$ cat src/rtl/ifetch_pkg.sv
// Shared types and instruction field layout for the instruction fetch sequencer.
package ifetch_pkg;

    typedef enum logic [1:0] {
        IDLE  = 2'd0,
        FETCH = 2'd1,
        ISSUE = 2'd2,
        HALT  = 2'd3
    } state_t;

    localparam int INSTR_W = 20;

    localparam int END_BIT = 19;
    localparam int OP_MSB  = 18;
    localparam int OP_LSB  = 16;
    localparam int A_MSB   = 15;
    localparam int A_LSB   = 8;
    localparam int B_MSB   = 7;
    localparam int B_LSB   = 0;

endpackage

$ cat src/rtl/instruction_fetch_if.sv
// Program-load, control and instruction-issue signals between the sequencer and its environment.
interface instruction_fetch_if #(
    parameter int DEPTH = 16
) ();
    import ifetch_pkg::*;

    localparam int AW = $clog2(DEPTH);

    logic               load_en;
    logic [AW-1:0]      load_addr;
    logic [INSTR_W-1:0] load_data;
    logic               start;
    logic               ready;
    logic               valid;
    logic [2:0]         opcode;
    logic [7:0]         a;
    logic [7:0]         b;
    logic [AW-1:0]      pc;
    logic               busy;
    logic               halted;

    modport master (
        output load_en, load_addr, load_data, start, ready,
        input  valid, opcode, a, b, pc, busy, halted
    );

    modport slave (
        input  load_en, load_addr, load_data, start, ready,
        output valid, opcode, a, b, pc, busy, halted
    );

endinterface

$ cat src/rtl/instr_ram.sv
// Instruction store: one synchronous write port and one registered read port.
// A write and a read of the same address on one edge returns the new word.
module instr_ram #(
    parameter int DEPTH = 16,
    parameter int WIDTH = 20
) (
    input  logic                     clk,
    input  logic                     i_we,
    input  logic [$clog2(DEPTH)-1:0] i_waddr,
    input  logic [WIDTH-1:0]         i_wdata,
    input  logic                     i_re,
    input  logic [$clog2(DEPTH)-1:0] i_raddr,
    output logic [WIDTH-1:0]         o_rdata
);

    logic [WIDTH-1:0] r_mem [DEPTH];
    logic [WIDTH-1:0] r_rdata;

    // NOTE: the storage array has no reset so it maps to RAM and keeps the program across rst.
    always_ff @(posedge clk) begin
        if (i_we) begin
            r_mem[i_waddr] <= i_wdata;
        end
    end

    always_ff @(posedge clk) begin
        if (i_re) begin
            r_rdata <= (i_we && (i_waddr == i_raddr)) ? i_wdata : r_mem[i_raddr];
        end
    end

    assign o_rdata = r_rdata;

endmodule

$ cat src/rtl/instruction_fetch.sv
// Program sequencer: steps pc through instr_ram and issues opcode/a/b under valid/ready.
// Optional: define IFETCH_WRAP_EN to wrap pc from DEPTH-1 to 0 instead of halting there.
module instruction_fetch
    import ifetch_pkg::*;
#(
    parameter int DEPTH = 16
) (
    input logic                clk,
    input logic                rst,
    instruction_fetch_if.slave bus
);

    localparam int AW = $clog2(DEPTH);

    state_t             r_state;
    state_t             w_state_next;
    logic [AW-1:0]      r_pc;
    logic [AW-1:0]      w_pc_next;
    logic [2:0]         r_opcode;
    logic [7:0]         r_a;
    logic [7:0]         r_b;
    logic               r_end;
    logic               w_load_ok;
    logic               w_ram_we;
    logic               w_ram_re;
    logic [INSTR_W-1:0] w_rdata;

    assign w_load_ok = (r_state == IDLE) || (r_state == HALT);
    assign w_ram_we  = bus.load_en && w_load_ok;
    // The read is launched on the edge entering FETCH, so the word is ready when FETCH ends.
    assign w_ram_re  = (w_state_next == FETCH);

    instr_ram #(
        .DEPTH (DEPTH),
        .WIDTH (INSTR_W)
    ) u_ram (
        .clk     (clk),
        .i_we    (w_ram_we),
        .i_waddr (bus.load_addr),
        .i_wdata (bus.load_data),
        .i_re    (w_ram_re),
        .i_raddr (w_pc_next),
        .o_rdata (w_rdata)
    );

    // NOTE: every variable gets a default before the case so no path infers a latch.
    always_comb begin
        w_state_next = r_state;
        w_pc_next    = r_pc;
        unique case (r_state)
            IDLE, HALT: begin
                if (bus.start) begin
                    w_state_next = FETCH;
                    w_pc_next    = '0;
                end
            end
            FETCH: begin
                w_state_next = ISSUE;
            end
            ISSUE: begin
                if (bus.ready) begin
                    if (r_end) begin
                        w_state_next = HALT;
                    end else if (r_pc == AW'(DEPTH - 1)) begin
`ifdef IFETCH_WRAP_EN
                        w_state_next = FETCH;
                        w_pc_next    = '0;
`else
                        w_state_next = HALT;
`endif
                    end else begin
                        w_state_next = FETCH;
                        w_pc_next    = r_pc + AW'(1);
                    end
                end
            end
            default: begin
                w_state_next = IDLE;
            end
        endcase
    end

    // NOTE: state registers use non-blocking assignments so all flops update from pre-edge values.
    always_ff @(posedge clk) begin
        if (rst) begin
            r_state  <= IDLE;
            r_pc     <= '0;
            r_opcode <= '0;
            r_a      <= '0;
            r_b      <= '0;
            r_end    <= 1'b0;
        end else begin
            r_state <= w_state_next;
            r_pc    <= w_pc_next;
            if (r_state == FETCH) begin
                r_end    <= w_rdata[END_BIT];
                r_opcode <= w_rdata[OP_MSB:OP_LSB];
                r_a      <= w_rdata[A_MSB:A_LSB];
                r_b      <= w_rdata[B_MSB:B_LSB];
            end
        end
    end

    assign bus.valid  = (r_state == ISSUE);
    assign bus.busy   = (r_state == FETCH) || (r_state == ISSUE);
    assign bus.halted = (r_state == HALT);
    assign bus.opcode = r_opcode;
    assign bus.a      = r_a;
    assign bus.b      = r_b;
    assign bus.pc     = r_pc;

endmodule

$ cat src/flat_wrapper.sv
// flat-port wrapper written by rule: the top's interface ports become plain ports
module instruction_fetch_flat import ifetch_pkg::*;
#(
    parameter int DEPTH = 16
)
  (clk, rst, bus_load_en, bus_load_addr, bus_load_data, bus_start, bus_ready, bus_valid, bus_opcode, bus_a, bus_b, bus_pc, bus_busy, bus_halted);
  instruction_fetch_if #(.DEPTH(DEPTH)) bus_i ();
  input logic clk;
  input logic rst;
  input wire logic [$bits(bus_i.load_en)-1:0] bus_load_en;
  input wire logic [$bits(bus_i.load_addr)-1:0] bus_load_addr;
  input wire logic [$bits(bus_i.load_data)-1:0] bus_load_data;
  input wire logic [$bits(bus_i.start)-1:0] bus_start;
  input wire logic [$bits(bus_i.ready)-1:0] bus_ready;
  output wire logic [$bits(bus_i.valid)-1:0] bus_valid;
  output wire logic [$bits(bus_i.opcode)-1:0] bus_opcode;
  output wire logic [$bits(bus_i.a)-1:0] bus_a;
  output wire logic [$bits(bus_i.b)-1:0] bus_b;
  output wire logic [$bits(bus_i.pc)-1:0] bus_pc;
  output wire logic [$bits(bus_i.busy)-1:0] bus_busy;
  output wire logic [$bits(bus_i.halted)-1:0] bus_halted;
  assign bus_i.load_en = bus_load_en;
  assign bus_i.load_addr = bus_load_addr;
  assign bus_i.load_data = bus_load_data;
  assign bus_i.start = bus_start;
  assign bus_i.ready = bus_ready;
  assign bus_valid = bus_i.valid;
  assign bus_opcode = bus_i.opcode;
  assign bus_a = bus_i.a;
  assign bus_b = bus_i.b;
  assign bus_pc = bus_i.pc;
  assign bus_busy = bus_i.busy;
  assign bus_halted = bus_i.halted;
  instruction_fetch #(.DEPTH(DEPTH)) u_core (.clk(clk), .rst(rst), .bus(bus_i));
endmodule
$ cat config.mk
export PLATFORM = sky130hd
export DESIGN_NAME = instruction_fetch_flat
export DESIGN_NICKNAME = d
export VERILOG_FILES = /design/src/rtl/ifetch_pkg.sv /design/src/rtl/instruction_fetch_if.sv /design/src/rtl/instr_ram.sv /design/src/rtl/instruction_fetch.sv /design/src/flat_wrapper.sv
export SDC_FILE = /design/constraint.sdc
export NUM_CORES = 1
export LEC_CHECK = 0
export BUFFER_PORTS_ARGS = -buffer_cell sky130_fd_sc_hd__buf_2
export CORE_AREA = 8 8 173 175
export DETAILED_ROUTE_END_ITERATION = 8
export DIE_AREA = 0 0 181 183
export GPL_TIMING_DRIVEN = 0
export PLACE_DENSITY_LB_ADDON = 0.05
export SETUP_SLACK_MARGIN = 0.5
export SKIP_LAST_GASP = 1
export SLEW_MARGIN = 15
export SYNTH_ARGS = -nofsm -noshare
export SYNTH_HDL_FRONTEND = slang
export SYNTH_SLANG_ARGS = --single-unit
$ cat constraint.sdc
create_clock -name clk -period 3.3 [get_ports clk]
set_input_delay 0.165 -clock clk [delete_from_list [all_inputs] [get_ports clk]]
set_output_delay 0.165 -clock clk [all_outputs]
set_load 0.02 [all_outputs]
* Word-level counts from Yosys, hierarchy flattened
Memory sizes are Yosys's and may differ from the RTL's. A register that Yosys moved wholly into a read port is not among the register bits. Cells that the tools add are included.
Storage, ports and cells: register bits 26, bits in latches 0, bits in writable memories 320, memory bits (read-only) 0, word-level logic and storage cells 30, memories 1
Memories:
- u_core.u_ram.r_mem | depth 16, bits a word 20, rd ports 1, clocked after Yosys merged registers in 1, wr ports 1, line instr_ram.sv:16 | logic [WIDTH-1:0] r_mem [DEPTH];
Cells by class: $add $sub $neg 1, multiply operators 0, div/mod/pow operators 0, $lt $le $gt $ge 0, eq/ne operators 5, shift-type cells 0, mux-type cells 12, bitwise operators 0, reduce and logical (&&, ||, !) cells 5
Operator list (count):
- $mux W4 | 4
- $mux W2 | 4
- $pmux W4 S2 | 1
- $pmux W2 S3 | 1
- $add A4 B1 Y4 const B | 1
- $eq A2 B1 Y1 const B | 2
- $eq A2 B2 Y1 const B | 2
- $eq A4 B4 Y1 const B | 1
- $logic_not A2 Y1 | 1
- $logic_or A1 B1 Y1 | 2
- $mux W1 | 2
- $reduce_or A2 Y1 | 1
- $logic_and A1 B1 Y1 | 1

* Logic depth before layout (Yosys ltp)
Gate-level depths: netlist (run 1).
depth in word-level cells 6, depth in mapped cells 13

* Modules after synthesis
Synthesis (run 1) repeated with hierarchy kept, for this count alone.
Second synthesis, totals: cell total of the unflattened synthesis 678, area, all modules 14442.6 um^2
Modules (own cells, without submodules):
- instr_ram | instances 1, cells an instance 559, area an instance 13280.2 um^2, seq. area each 10209.8 um^2
- instruction_fetch | instances 1, cells an instance 119, area an instance 1162.4 um^2, seq. area each 520.5 um^2

* Worst setup path after synthesis (run 1)
Ideal clock, no wire load.
path kind reg-to-reg, start register u_core.r_state[0], end memory u_core.u_ram.r_mem[4][0] (enable), setup time 0.422 ns, arrival time 2.515 ns, required time 2.878 ns, slack 0.363 ns, stages on the path, launching flop included 8, path through dfxtp_1 inv_1 ha_1 buf_6 nand2_1 nor2_1 nand2_1 nor3_1
Between the ends: cells in the longest elaborated chain, start to end 5, elaborated cells on any way between the ends 6
Ends and longest elaborated chain:
- start: declaration | line instruction_fetch.sv:15 | state_t r_state;
- start signal: assignment | line instruction_fetch.sv:93 | r_state <= w_state_next;
- $eq A2 B2 Y1 / $logic_not A2 Y1 (equally long branches) | line instruction_fetch.sv:28 | assign w_load_ok = (r_state == IDLE) || (r_state == HALT);
- $logic_or A1 B1 Y1 (*) | line instruction_fetch.sv:28
- $logic_and A1 B1 Y1 (*) | line instruction_fetch.sv:29 | assign w_ram_we = bus.load_en && w_load_ok;
- $mux W1 (*) | line instr_ram.sv:21 | if (i_we) begin
- $mux W1 (not written as such) (*) | line instr_ram.sv:22 | r_mem[i_waddr] <= i_wdata;
- end: declaration | line instr_ram.sv:16
Mark *: on every way between the ends. The rest lies on a longest branch, timed or not.

* Final worst setup path (run 1)
start register u_core.r_state[0], end register u_core.u_ram.r_rdata[13], in the netlist u_core.u_ram.o_rdata[13] (read register of u_core.u_ram.r_mem) (data pin)
Between the ends: cells in the longest elaborated chain, start to end 4, elaborated cells on any way between the ends 10
Ends and longest elaborated chain:
- $eq A2 B2 Y1 / $logic_not A2 Y1 (equally long branches) | line instruction_fetch.sv:50 | unique case (r_state)
- $reduce_or A2 Y1 | line instruction_fetch.sv:50
- $pmux W2 S3 | line instruction_fetch.sv:50
- $eq A2 B1 Y1 | line instruction_fetch.sv:31 | assign w_ram_re = (w_state_next == FETCH);
- end: declaration | line instr_ram.sv:17 | logic [WIDTH-1:0] r_rdata;
Several ways; a longest one is shown, not always the timed one. A chain may end at the register's enable or synchronous reset.

==> results of run 1 <==
## cells in the mapped netlist, types with 2 or more instances
| cell | count | area share |
|---|---|---|
| buf_6 | 3 | 0.0023 |
| and2_1 | 2 | 0.00085 |
| buf_1 | 6 | 0.0015 |
| o311ai_0 | 5 | 0.0030 |
| a31oi_1 | 20 | 0.0085 |
| clkbuf_1 | 16 | 0.0041 |
| a21oi_2 | 2 | 0.0012 |
| mux2i_1 | 43 | 0.029 |
| nor3_1 | 6 | 0.0020 |
| dfxtp_1 | 26 | 0.035 |
| nand2_1 | 283 | 0.072 |
| o21ai_0 | 5 | 0.0017 |
| nand2_2 | 2 | 0.00085 |
| a32oi_1 | 24 | 0.014 |
| nor2_1 | 48 | 0.012 |
| nand4_1 | 21 | 0.0089 |
| nor2b_1 | 20 | 0.0085 |
| clkbuf_2 | 2 | 0.00068 |
| o311ai_1 | 13 | 0.0077 |
| nand2b_1 | 9 | 0.0038 |
| inv_1 | 8 | 0.0020 |
| ha_1 | 4 | 0.0034 |
| a21oi_1 | 45 | 0.015 |
| buf_4 | 3 | 0.0015 |
| buf_2 | 31 | 0.011 |
| edfxtp_1 | 340 | 0.69 |
| o21a_1 | 2 | 0.0010 |
| mux2_2 | 3 | 0.0023 |
| nor3_2 | 3 | 0.0020 |
| a41oi_1 | 2 | 0.0012 |
| nand3_1 | 79 | 0.027 |
## registers in the layout, indices dropped and copies added (netlist names)
register	count
u_core.bus.pc	4
u_core.bus.opcode	3
u_core.r_end	1
u_core.bus.b	8
u_core.r_state	2
u_core.bus.a	8
u_core.u_ram.r_mem	320
u_core.u_ram.o_rdata	20
## worst max path at each step
stage,endpoint,depth (start not counted),start
floorplan,u_core.u_ram.o_rdata[5]$_DFFE_PN_,12,u_core.r_state[0]$_SDFF_PP0_
global placement,u_core.u_ram.o_rdata[8]$_DFFE_PN_,12,u_core.r_state[0]$_SDFF_PP0_
detailed placement,u_core.u_ram.o_rdata[10]$_DFFE_PN_,12,u_core.r_state[0]$_SDFF_PP0_
CTS,u_core.u_ram.o_rdata[7]$_DFFE_PN_,11,u_core.bus.pc[1]$_SDFF_PP0_
global route,u_core.u_ram.o_rdata[9]$_DFFE_PN_,11,u_core.r_state[0]$_SDFF_PP0_
finish,u_core.u_ram.o_rdata[13]$_DFFE_PN_,13,u_core.r_state[0]$_SDFF_PP0_
## through the flow
| step | std cells | power (mW) | util |
|---|---|---|---|
| after floorplan | 1108 | 6.94 | - |
| after global placement | 1506 | 7.58 | 0.566 |
| after detailed placement | 1512 | 7.63 | 0.574 |
| after CTS | 1611 | 12.1 | 0.655 |
| after global routing | 1621 | 12.6 | 0.666 |
| final | 1622 | 12.2 | 0.666 |
## final cells by class
| cell class | instances | area share |
|---|---|---|
| tap | 346 | 0.0238 |
| clock inverter | 21 | 0.0112 |
| multi-input combinational | 673 | 0.247 |
| antenna | 1 | 0.000137 |
| sequential | 366 | 0.590 |
| timing repair buffer | 100 | 0.0394 |
| buffer | 61 | 0.0322 |
| inverter | 8 | 0.00179 |
| clock buffer | 46 | 0.0550 |
## layer usage
| layer | track usage | part of all wire | vias to the layer above |
|---|---|---|---|
| met2 | 0.400 | 0.48 | 459 |
| met1 | 0.311 | 0.41 | 4846 |
| met4 | 0.0774 | 0.028 | 4 |
| met3 | 0.0516 | 0.087 | 82 |
| met5 | 0 | 0.00067 | - |
| li1 | - | - | 4417 |
## timing repair
item,in CTS,in global routing
setup endpoints to repair,21,31
setup buffers,31,10
pin swaps,36,24
cloned,1,0
gates resized for setup,170,61
## logic make-up after synthesis
kind of cell,synth area share
flip-flops,0.727
buffers and inverters,0.0226
AND/OR/NAND/NOR,0.149
multiplexers,0.0315
adder cells (fa/ha/maj),0.00339
AO/OA/AOI/OAI,0.0667
## power breakdown
group | total [mW] | internal (mW) | leakage (nW) | switching (mW)
clock | 4.17 | 2.47 | 0.588 | 1.69
sequential | 5.63 | 5.51 | 3.29 | 0.119
combinational | 2.41 | 0.903 | 2.54 | 1.50
total | 12.2 | 8.88 | 6.42 | 3.31
==> flow_summary_export.csv, run 1 <==
group,metric,value,unit
synthesis,ys.flop_type,"edfxtp_1",
sta,setup_viol,0,
floorplan,coreArea,0.0273,sq mm
outcome,status,"completed",
clocking,clockRootBuffer,"clkbuf_16",
power,leakage,6.42,nW
clocking,clockBufferDepth,3,
floorplan,placementRows,61,
sta,finalCriticalPeriod,2.86,ns
placement,portBuffers,52,
global_routing,grt_pass1_vias,9656,
synthesis,syn-num-nets,1141,
clocking,cts_max_level,2,
worst_setup_path,critPathTopFamily,"compound AO/OA/AOI/OAI gates",
clocking,hold_buffers,0,
floorplan,dieArea,0.0331,sq mm
synthesis,synthArstFlopShare,0,
global_routing,track_usage,0.239,
power,power_density,670,mW/mm^2
sta,rsz0062_at_grt,"true",
worst_setup_path,critical_path_buf_inv_count,5,
placement,dpl_worst_slack,-0.577,ns
worst_setup_path,required,3.61,ns
synthesis,ys_seq_elements,366,
clocking,path_clk_slew,0.06,ns
worst_setup_path,r2r_end,"u_core.u_ram.o_rdata[13]$_DFFE_PN_",
synthesis,synth_edf_count,340,
floorplan,ios,55,
worst_setup_path,critical_path_class,"flip-flop to flip-flop",
worst_setup_path,slowest_stage,"dfxtp_4",
worst_setup_path,r2r_slack,0.44,ns
worst_setup_path,critical_path_arrival,3.17,ns
placement,place_area,0.0157,sq mm
sta,tightest_slew,0.850,ns
placement,post-dp-hpwl,25.3,mm
final_layout,final_nets,1282,
final_layout,area_delta_synth_final,23.4,%
sta,slew_violations,0,
detailed_routing,vias,9808,
sta,hold_ws,0.0255,ns
synthesis,syn_avg_cell_area,13.3,sq um
final_layout,fillers,1944,
worst_setup_path,cp_max_fo,10,
clocking,worst_skew_pair.late_latency,0.52,ns
global_routing,grt_overflow_total,0,
job,drv_cap,0,
floorplan,initial_core_util,0.540,
synthesis,syn_inst,1108,
final_layout,drive_gt1_frac,0.249,
hold_path,min_to,"u_core.bus.a[7]$_SDFFE_PP0P_",
power,ir_drop,0.464,mV
clocking,clkSinkCount,366,
worst_setup_path,cp_common_cell,"buf_6",
detailed_routing,vias_per_cell,6.05,
synthesis,ys_warn_count,0,
worst_setup_path,cp-start-kind,"flip-flop",
sta,hold_viol,0,
final_layout,layout_common_cells,"edfxtp_1 (340), nand2_1 (280), nand3_1 (79)",
detailed_routing,post_drt_wl_per_cell,24.7,um
clocking,cts_tree,"yes",
final_layout,fin_area,0.0182,sq mm
sta,fin_skew,0.0111,ns
hold_path,min_path_cells,2,
floorplan,die_w,181,um
synthesis,ys_types,63,
worst_setup_path,reg2reg_depth,13,
floorplan,die_y,183,um
synthesis,seq_area_frac_synth,0.727,
detailed_routing,drc_errors,0,
final_layout,multi_input_area,0.00450,sq mm
hold_path,hold_start,"rst",
final_layout,final_common_cell,"edfxtp_1",
worst_setup_path,cp-end-kind,"flip-flop",
global_routing,grt_max_degree,21,
sta,setup_ws,0.441,ns
worst_setup_path,max_stage_delay,0.38,ns
sta,max_slew_margin,0.432,
sta,tns,0,ns
detailed_routing,drt-initial-drc-count,971,
synthesis,syn_area,0.0148,sq mm
detailed_routing,wl,40.1,mm
final_layout,seq_area,0.0107,sq mm
detailed_routing,antenna_left,0,
worst_setup_path,r2r_start,"u_core.r_state[0]$_SDFF_PP0_",
worst_setup_path,worstPathCellList,"inv_4 > ha_4 > buf_6 > nor2b_4 > o21a_2 > a311o_1 > buf_6 > a2bb2oi_4 > nor3b_4 > buf_6 > buf_12 > a41oi_2 > a32oi_2",
placement,place_congestion,0.900,
sta,fmax,350,MHz
clocking,tritoncts.num_buffers,39,
hold_path,holdCritPathClass,"input pin to flip-flop",
global_routing,antenna_found_initial,5,
sta,timing.final.crit_share,0.866,
detailed_routing,dr.pass1.iters,5,
global_routing,grt_pass1_wl,59.4,mm
(Power assumes the default switching activity.)
==> inputs of run 2 (changes only) <==
ABC_AREA = 1   (was not set)
CORE_AREA = 8 8 181 183   (was 8 8 173 175)
DIE_AREA = 0 0 189 191   (was 0 0 181 183)
==> flow_summary_export.csv, run 2 <==
group,metric,value,unit
outcome,status,"completed",
global_routing,grt_max_degree,21,
synthesis,ys.flop_type,"edfxtp_1",
synthesis,synth_edf_count,340,
global_routing,antenna_found_initial,0,
worst_setup_path,r2r_start,"u_core.r_state[0]$_SDFF_PP0_",
detailed_routing,vias,11300,
sta,slew_violations,0,
sta,finalCriticalPeriod,2.67,ns
clocking,clkSinkCount,366,
placement,portBuffers,53,
worst_setup_path,critical_path_arrival,2.94,ns
synthesis,syn_avg_cell_area,10.5,sq um
clocking,worst_skew_pair.late_latency,0.54,ns
synthesis,yosysMostFrequentCell,"nand3_1",
detailed_routing,antenna_left,0,
placement,place_congestion,0.899,
floorplan,coreArea,0.0300,sq mm
clocking,path_clk_slew,0.06,ns
synthesis,syn-num-nets,1572,
sta,setup_ws,0.633,ns
power,power_density,563,mW/mm^2
final_layout,final_nets,1680,
synthesis,synth_top_area_share,0.632,
clocking,tritoncts.num_buffers,40,
floorplan,ios,55,
clocking,hold_buffers,0,
worst_setup_path,reg2reg_depth,10,
synthesis,ys_types,30,
global_routing,grt_pass1_wl,64.1,mm
synthesis,synthArstFlopShare,0,
synthesis,ys_seq_elements,366,
worst_setup_path,r2r_end,"u_core.u_ram.o_rdata[11]$_DFFE_PN_",
detailed_routing,vias_per_cell,5.47,
sta,fmax,375,MHz
hold_path,holdCritPathClass,"input pin to flip-flop",
floorplan,placementRows,64,
synthesis,yosys-top-cells-count,"nand3_1 (387), edfxtp_1 (340), nand2_1 (283)",
detailed_routing,wl,43.0,mm
floorplan,dieArea,0.0361,sq mm
worst_setup_path,cp-start-kind,"flip-flop",
hold_path,min_to,"u_core.bus.a[7]$_SDFFE_PP0P_",
worst_setup_path,cp-end-kind,"flip-flop",
worst_setup_path,critical_path_class,"flip-flop to flip-flop",
sta,max_slew_margin,0.422,
synthesis,yosysTopAreaCell,"edfxtp_1",
sta,tightest_slew,0.864,ns
clocking,clockRootBuffer,"clkbuf_16",
floorplan,initial_core_util,0.538,
final_layout,largest_reg_flops,320,
sta,fin_skew,0.0171,ns
worst_setup_path,required,3.57,ns
power,total_power,10.5,mW
final_layout,largest_register,"u_core.u_ram.r_mem",
final_layout,final_common_cell,"nand3_1",
hold_path,hold_start,"rst",
final_layout,drive_gt1_frac,0.134,
global_routing,grt_overflow_total,0,
synthesis,synth.area.top_cells,"edfxtp_1 (63%), nand3_1 (12%), nand2_1 (6.6%)",
clocking,cts_max_level,2,
placement,dpl_worst_slack,0.130,ns
sta,setup_viol,0,
power,ir_drop,0.428,mV
hold_path,min_path_cells,2,
job,drv_cap,0,
synthesis,syn_inst,1539,
worst_setup_path,r2r_slack,0.63,ns
power,leakage,7.58,nW
sta,hold_viol,0,
detailed_routing,post_drt_wl_per_cell,20.7,um
sta,hold_ws,0.0111,ns
detailed_routing,drt-initial-drc-count,1218,
worst_setup_path,cp_max_fo,10,
final_layout,layout_common_cells,"nand3_1 (384), edfxtp_1 (340), nand2_1 (283)",
global_routing,track_usage,0.237,
sta,timing.final.crit_share,0.808,
sta,rsz0062_at_grt,"false",
synthesis,syn_area,0.0162,sq mm
sta,tns,0,ns
clocking,clockBufferDepth,3,
global_routing,grt_pass1_vias,10700,
detailed_routing,drc_errors,0,
final_layout,area_delta_synth_final,14.8,%
floorplan,die_y,191,um
synthesis,seq_area_frac_synth,0.664,
placement,post-dp-hpwl,28.8,mm
synthesis,ys_warn_count,0,
detailed_routing,dr.pass1.iters,7,
floorplan,die_w,189,um
clocking,cts_tree,"yes",
[run 2: layer usage]
metal,vias to the layer above,global-route usage,routed length [um]
met3,80,0.0392,3610
met1,5389,0.320,17900
met2,475,0.391,20300
met5,-,0,0
li1,5403,-,-
met4,0,0.0740,1130
[run 2: worst max-delay path, cell delays in order (launching register included)]
cell	delay [ns]
dfxtp_1	0.39
inv_1	0.08
ha_2	0.39
a21oi_4	0.08
o21ai_1	0.49
inv_1	0.18
clkbuf_2	0.32
nand3_1	0.26
nand2_1	0.08
nand2_1	0.06
nand2_1	0.08
[run 2: timing repair]
item | in CTS | in global routing
endpoints found under the setup margin | 20 | 20
buffers inserted | 0 | 3
resized for setup | 23 | 50
hold endpoints to repair | 0 | 0
[run 2: worst max-delay path by stage]
stage	depth (start not counted)	from	to
floorplan	8	u_core.bus.pc[0]$_SDFF_PP0_	u_core.u_ram.o_rdata[0]$_DFFE_PN_
global placement	6	u_core.r_state[0]$_SDFF_PP0_	u_core.u_ram.r_mem[6][14]$_DFFE_PP_
detailed placement	14	u_core.r_state[0]$_SDFF_PP0_	u_core.u_ram.o_rdata[9]$_DFFE_PN_
CTS	13	u_core.bus.pc[0]$_SDFF_PP0_	u_core.u_ram.o_rdata[14]$_DFFE_PN_
global route	16	u_core.r_state[1]$_SDFF_PP0_	u_core.u_ram.o_rdata[9]$_DFFE_PN_
finish	10	u_core.r_state[0]$_SDFF_PP0_	u_core.u_ram.o_rdata[11]$_DFFE_PN_
[run 2: area by class of cell]
| cell class | count | area, sq um |
|---|---|---|
| repair buffers | 66 | 480 |
| clock inverters | 13 | 68.8 |
| multi-input cells | 823 | 4140 |
| clock buffers | 60 | 1120 |
| plain buffers | 92 | 549 |
| inverters | 258 | 971 |
| diodes | 1 | 2.50 |
| fillers | 2469 | 11500 |
| flip-flops and latches | 366 | 10700 |
| well taps | 396 | 495 |
[run 2: through the flow]
| step | std cells | instance area [sq um] | utilization |
|---|---|---|---|
| after floorplan | 1539 | 16200 | - |
| after global routing | 2074 | 18600 | 0.618 |
| final | 2075 | 18600 | 0.618 |
| after detailed placement | 1998 | 17200 | 0.573 |
| after CTS | 2071 | 18400 | 0.614 |
| after global placement | 1988 | 16900 | 0.564 |
[run 2: power breakdown]
part / internal [mW] / total, mW / switching [mW]
Sequential: 5.32 / 5.38 / 0.0611
Combinational: 0.283 / 0.973 / 0.690
Clock: 2.34 / 4.10 / 1.76
[run 2: cells by family after synthesis]
| kind of cell | count (synthesis) | share of synthesized area |
|---|---|---|
| XOR/XNOR | 2 | 0.00108 |
| flip-flops | 366 | 0.664 |
| adder cells (fa/ha/maj) | 4 | 0.00310 |
| AO/OA/AOI/OAI | 32 | 0.0108 |
| buffers and inverters | 350 | 0.0889 |
| AND/OR/NAND/NOR | 785 | 0.232 |
==> inputs of run 3 (changes only) <==
clock period = 2.2 ns   (was 3.3 ns; I/O delays follow)
==> flow_summary_export.csv, run 3 (same netlist as run 2, synthesis figures left out) <==
group,metric,value,unit
outcome,status,"finished with violations",
outcome,violations,"setup timing",
power,total_power,16.7,mW
global_routing,grt_pass1_vias,11300,
hold_path,min_to,"u_core.u_ram.r_mem[14][13]$_DFFE_PP_",
placement,place_congestion,0.859,
clocking,clkSinkCount,366,
global_routing,antenna_found_initial,0,
clocking,clockBufferDepth,3,
sta,setup_viol,46,
floorplan,ios,55,
final_layout,final_common_cell,"edfxtp_1",
worst_setup_path,slowest_stage,"dfxtp_2",
detailed_routing,drt-initial-drc-count,1277,
final_layout,fillers,2105,
detailed_routing,antenna_left,0,
worst_setup_path,required,2.49,ns
sta,tns,-4.62,ns
worst_setup_path,critical_path_class,"flip-flop to flip-flop",
floorplan,initial_core_util,0.538,
detailed_routing,wl,50.5,mm
sta,fin_skew,0.0247,ns
final_layout,area_delta_synth_final,31.8,%
floorplan,coreArea,0.0300,sq mm
clocking,clockRootBuffer,"clkbuf_16",
worst_setup_path,r2r_end,"u_core.u_ram.o_rdata[2]$_DFFE_PN_",
job,drv_cap,0,
detailed_routing,vias,12400,
sta,tightest_slew,0.973,ns
sta,setup_ws,-0.258,ns
worst_setup_path,cp-end-kind,"flip-flop",
hold_path,holdCritPathClass,"input pin to flip-flop",
sta,timing.final.crit_share,1.12,
final_layout,layout_common_cells,"edfxtp_1 (340), nand3_1 (305), inv_1 (251)",
worst_setup_path,max_stage_delay,0.33,ns
final_layout,largest_register,"u_core.u_ram.r_mem",
sta,hold_viol,0,
power,power_density,784,mW/mm^2
final_layout,largest_reg_flops,320,
detailed_routing,vias_per_cell,5.69,
global_routing,grt_max_degree,21,
sta,max_slew_margin,0.350,
hold_path,hold_start,"bus_load_data[13]",
sta,slew_violations,0,
sta,finalCriticalPeriod,2.46,ns
power,ir_drop,0.568,mV
final_layout,n_antenna_cell,0,
global_routing,grt_pass1_wl,69.0,mm
placement,post-dp-hpwl,28.3,mm
floorplan,die_w,189,um
clocking,path_clk_slew,0.06,ns
worst_setup_path,reg2reg_depth,16,
clocking,worst_skew_pair.late_latency,0.56,ns
final_layout,fin_area,0.0213,sq mm
worst_setup_path,worstPathCellList,"buf_6 > ha_4 > a21oi_4 > buf_6 > inv_4 > nand2_8 > buf_12 > buf_8 > buf_8 > nand3_1 > nand3_1 > nand3_1 > nand3_1 > nand2_1 > nand2_2 > nand2_2",
clocking,cts_max_level,2,
clocking,tritoncts.num_buffers,40,
detailed_routing,dr.pass1.iters,7,
hold_path,min_path_cells,1,
sta,rsz0062_at_grt,"true",
clocking,cts_tree,"yes",
worst_setup_path,critical_path_arrival,2.75,ns
floorplan,dieArea,0.0361,sq mm
detailed_routing,drc_errors,0,
final_layout,final_nets,1781,
sta,fmax,407,MHz
placement,portBuffers,53,
floorplan,placementRows,64,
final_layout,drive_gt1_frac,0.272,
power,leakage,8.63,nW
floorplan,die_y,191,um
global_routing,track_usage,0.257,
worst_setup_path,cp-start-kind,"flip-flop",
global_routing,grt_overflow_total,0,
detailed_routing,post_drt_wl_per_cell,23.3,um
worst_setup_path,r2r_slack,-0.26,ns
worst_setup_path,r2r_start,"u_core.r_state[1]$_SDFF_PP0_",
worst_setup_path,cp_common_cell,"nand3_1",
placement,place_area,0.0173,sq mm
worst_setup_path,cp_max_fo,7,
==> run 3: cell types whose count changed in the layout (fill, tap and decap cells not counted), moves of 10 or more <==
cell,previous run,this run
nand3_2,3,76
buf_6,10,26
nor2_4,11,36
buf_12,1,49
dlygate4sd3_1,0,10
buf_2,84,61
nand2_1,283,221
nand3_1,384,305
clkbuf_1,33,17
nand2_2,0,51
clkbuf_2,15,3
buf_4,11,39
==> run 3: repair_timing <==
action / 4_1_cts / 5_1_grt
hold buffers: 10 / 0
pin swaps: 25 / 93
endpoints found under the setup margin: 374 / 376
gates resized for setup: 154 / 185
buffers inserted: 43 / 30
gates cloned: 16 / 15
hold endpoints to repair: 110 / 0
==> run 3: through the flow <==
stage / setup slack [ns] / std cells / utilization / hold slack (ns)
after floorplan: 0.240 / 1539 / - / 0.209
after global placement: -0.454 / 1988 / 0.577 / 0.444
after detailed placement: -0.497 / 1988 / 0.577 / 0.449
after CTS: -0.122 / 2126 / 0.664 / 0.00264
after global routing: -0.299 / 2171 / 0.709 / 0.0000716
final: -0.258 / 2171 / 0.709 / 0.00000625
==> run 3: critical path, delay by kind of cell, from the launching register on <==
family / cells / cell delay (ns)
flip-flops: 1 / 0.33
AND/OR/NAND/NOR: 8 / 0.74
adder cells (fa/ha/maj): 1 / 0.24
buffers and inverters: 6 / 0.69
AO/OA/AOI/OAI: 1 / 0.19
==> run 3: layer usage <==
layer | vias up | wire length, um | GRT usage
met5 | - | 0 | 0
met4 | 0 | 2320 | 0.0968
met3 | 153 | 4940 | 0.0456
met2 | 671 | 24000 | 0.420
met1 | 5906 | 19200 | 0.342
li1 | 5627 | - | -
==> run 3: layout make-up <==
cell class,instances,area (sq um),area share
buffer,92,1020,0.0480
clock buffer,55,1120,0.0525
clock inverter,14,124,0.00582
inverter,258,978,0.0459
multi-input combinational,841,5150,0.242
sequential,366,10700,0.504
tap,396,495,0.0233
timing repair buffer,149,1670,0.0786
==> run 3: how the worst max path moves through the flow <==
stage | startpoint | end | slack, ns | cells after the start
detailed placement | u_core.bus.pc[0]$_SDFF_PP0_ | u_core.u_ram.o_rdata[10]$_DFFE_PN_ | -0.50 | 13
global route | u_core.r_state[1]$_SDFF_PP0_ | u_core.u_ram.o_rdata[4]$_DFFE_PN_ | -0.30 | 17
finish | u_core.r_state[1]$_SDFF_PP0_ | u_core.u_ram.o_rdata[2]$_DFFE_PN_ | -0.26 | 16
floorplan | u_core.r_state[1]$_SDFF_PP0_ | u_core.u_ram.o_rdata[17]$_DFFE_PN_ | 0.24 | 16
CTS | u_core.r_state[1]$_SDFF_PP0_ | u_core.u_ram.o_rdata[14]$_DFFE_PN_ | -0.12 | 15
global placement | u_core.bus.pc[0]$_SDFF_PP0_ | u_core.u_ram.o_rdata[10]$_DFFE_PN_ | -0.45 | 13
==> run 3: power by group <==
group | switching, mW | internal (mW)
Sequential | 0.100 | 7.98
Combinational | 1.35 | 0.833
Clock | 2.65 | 3.78
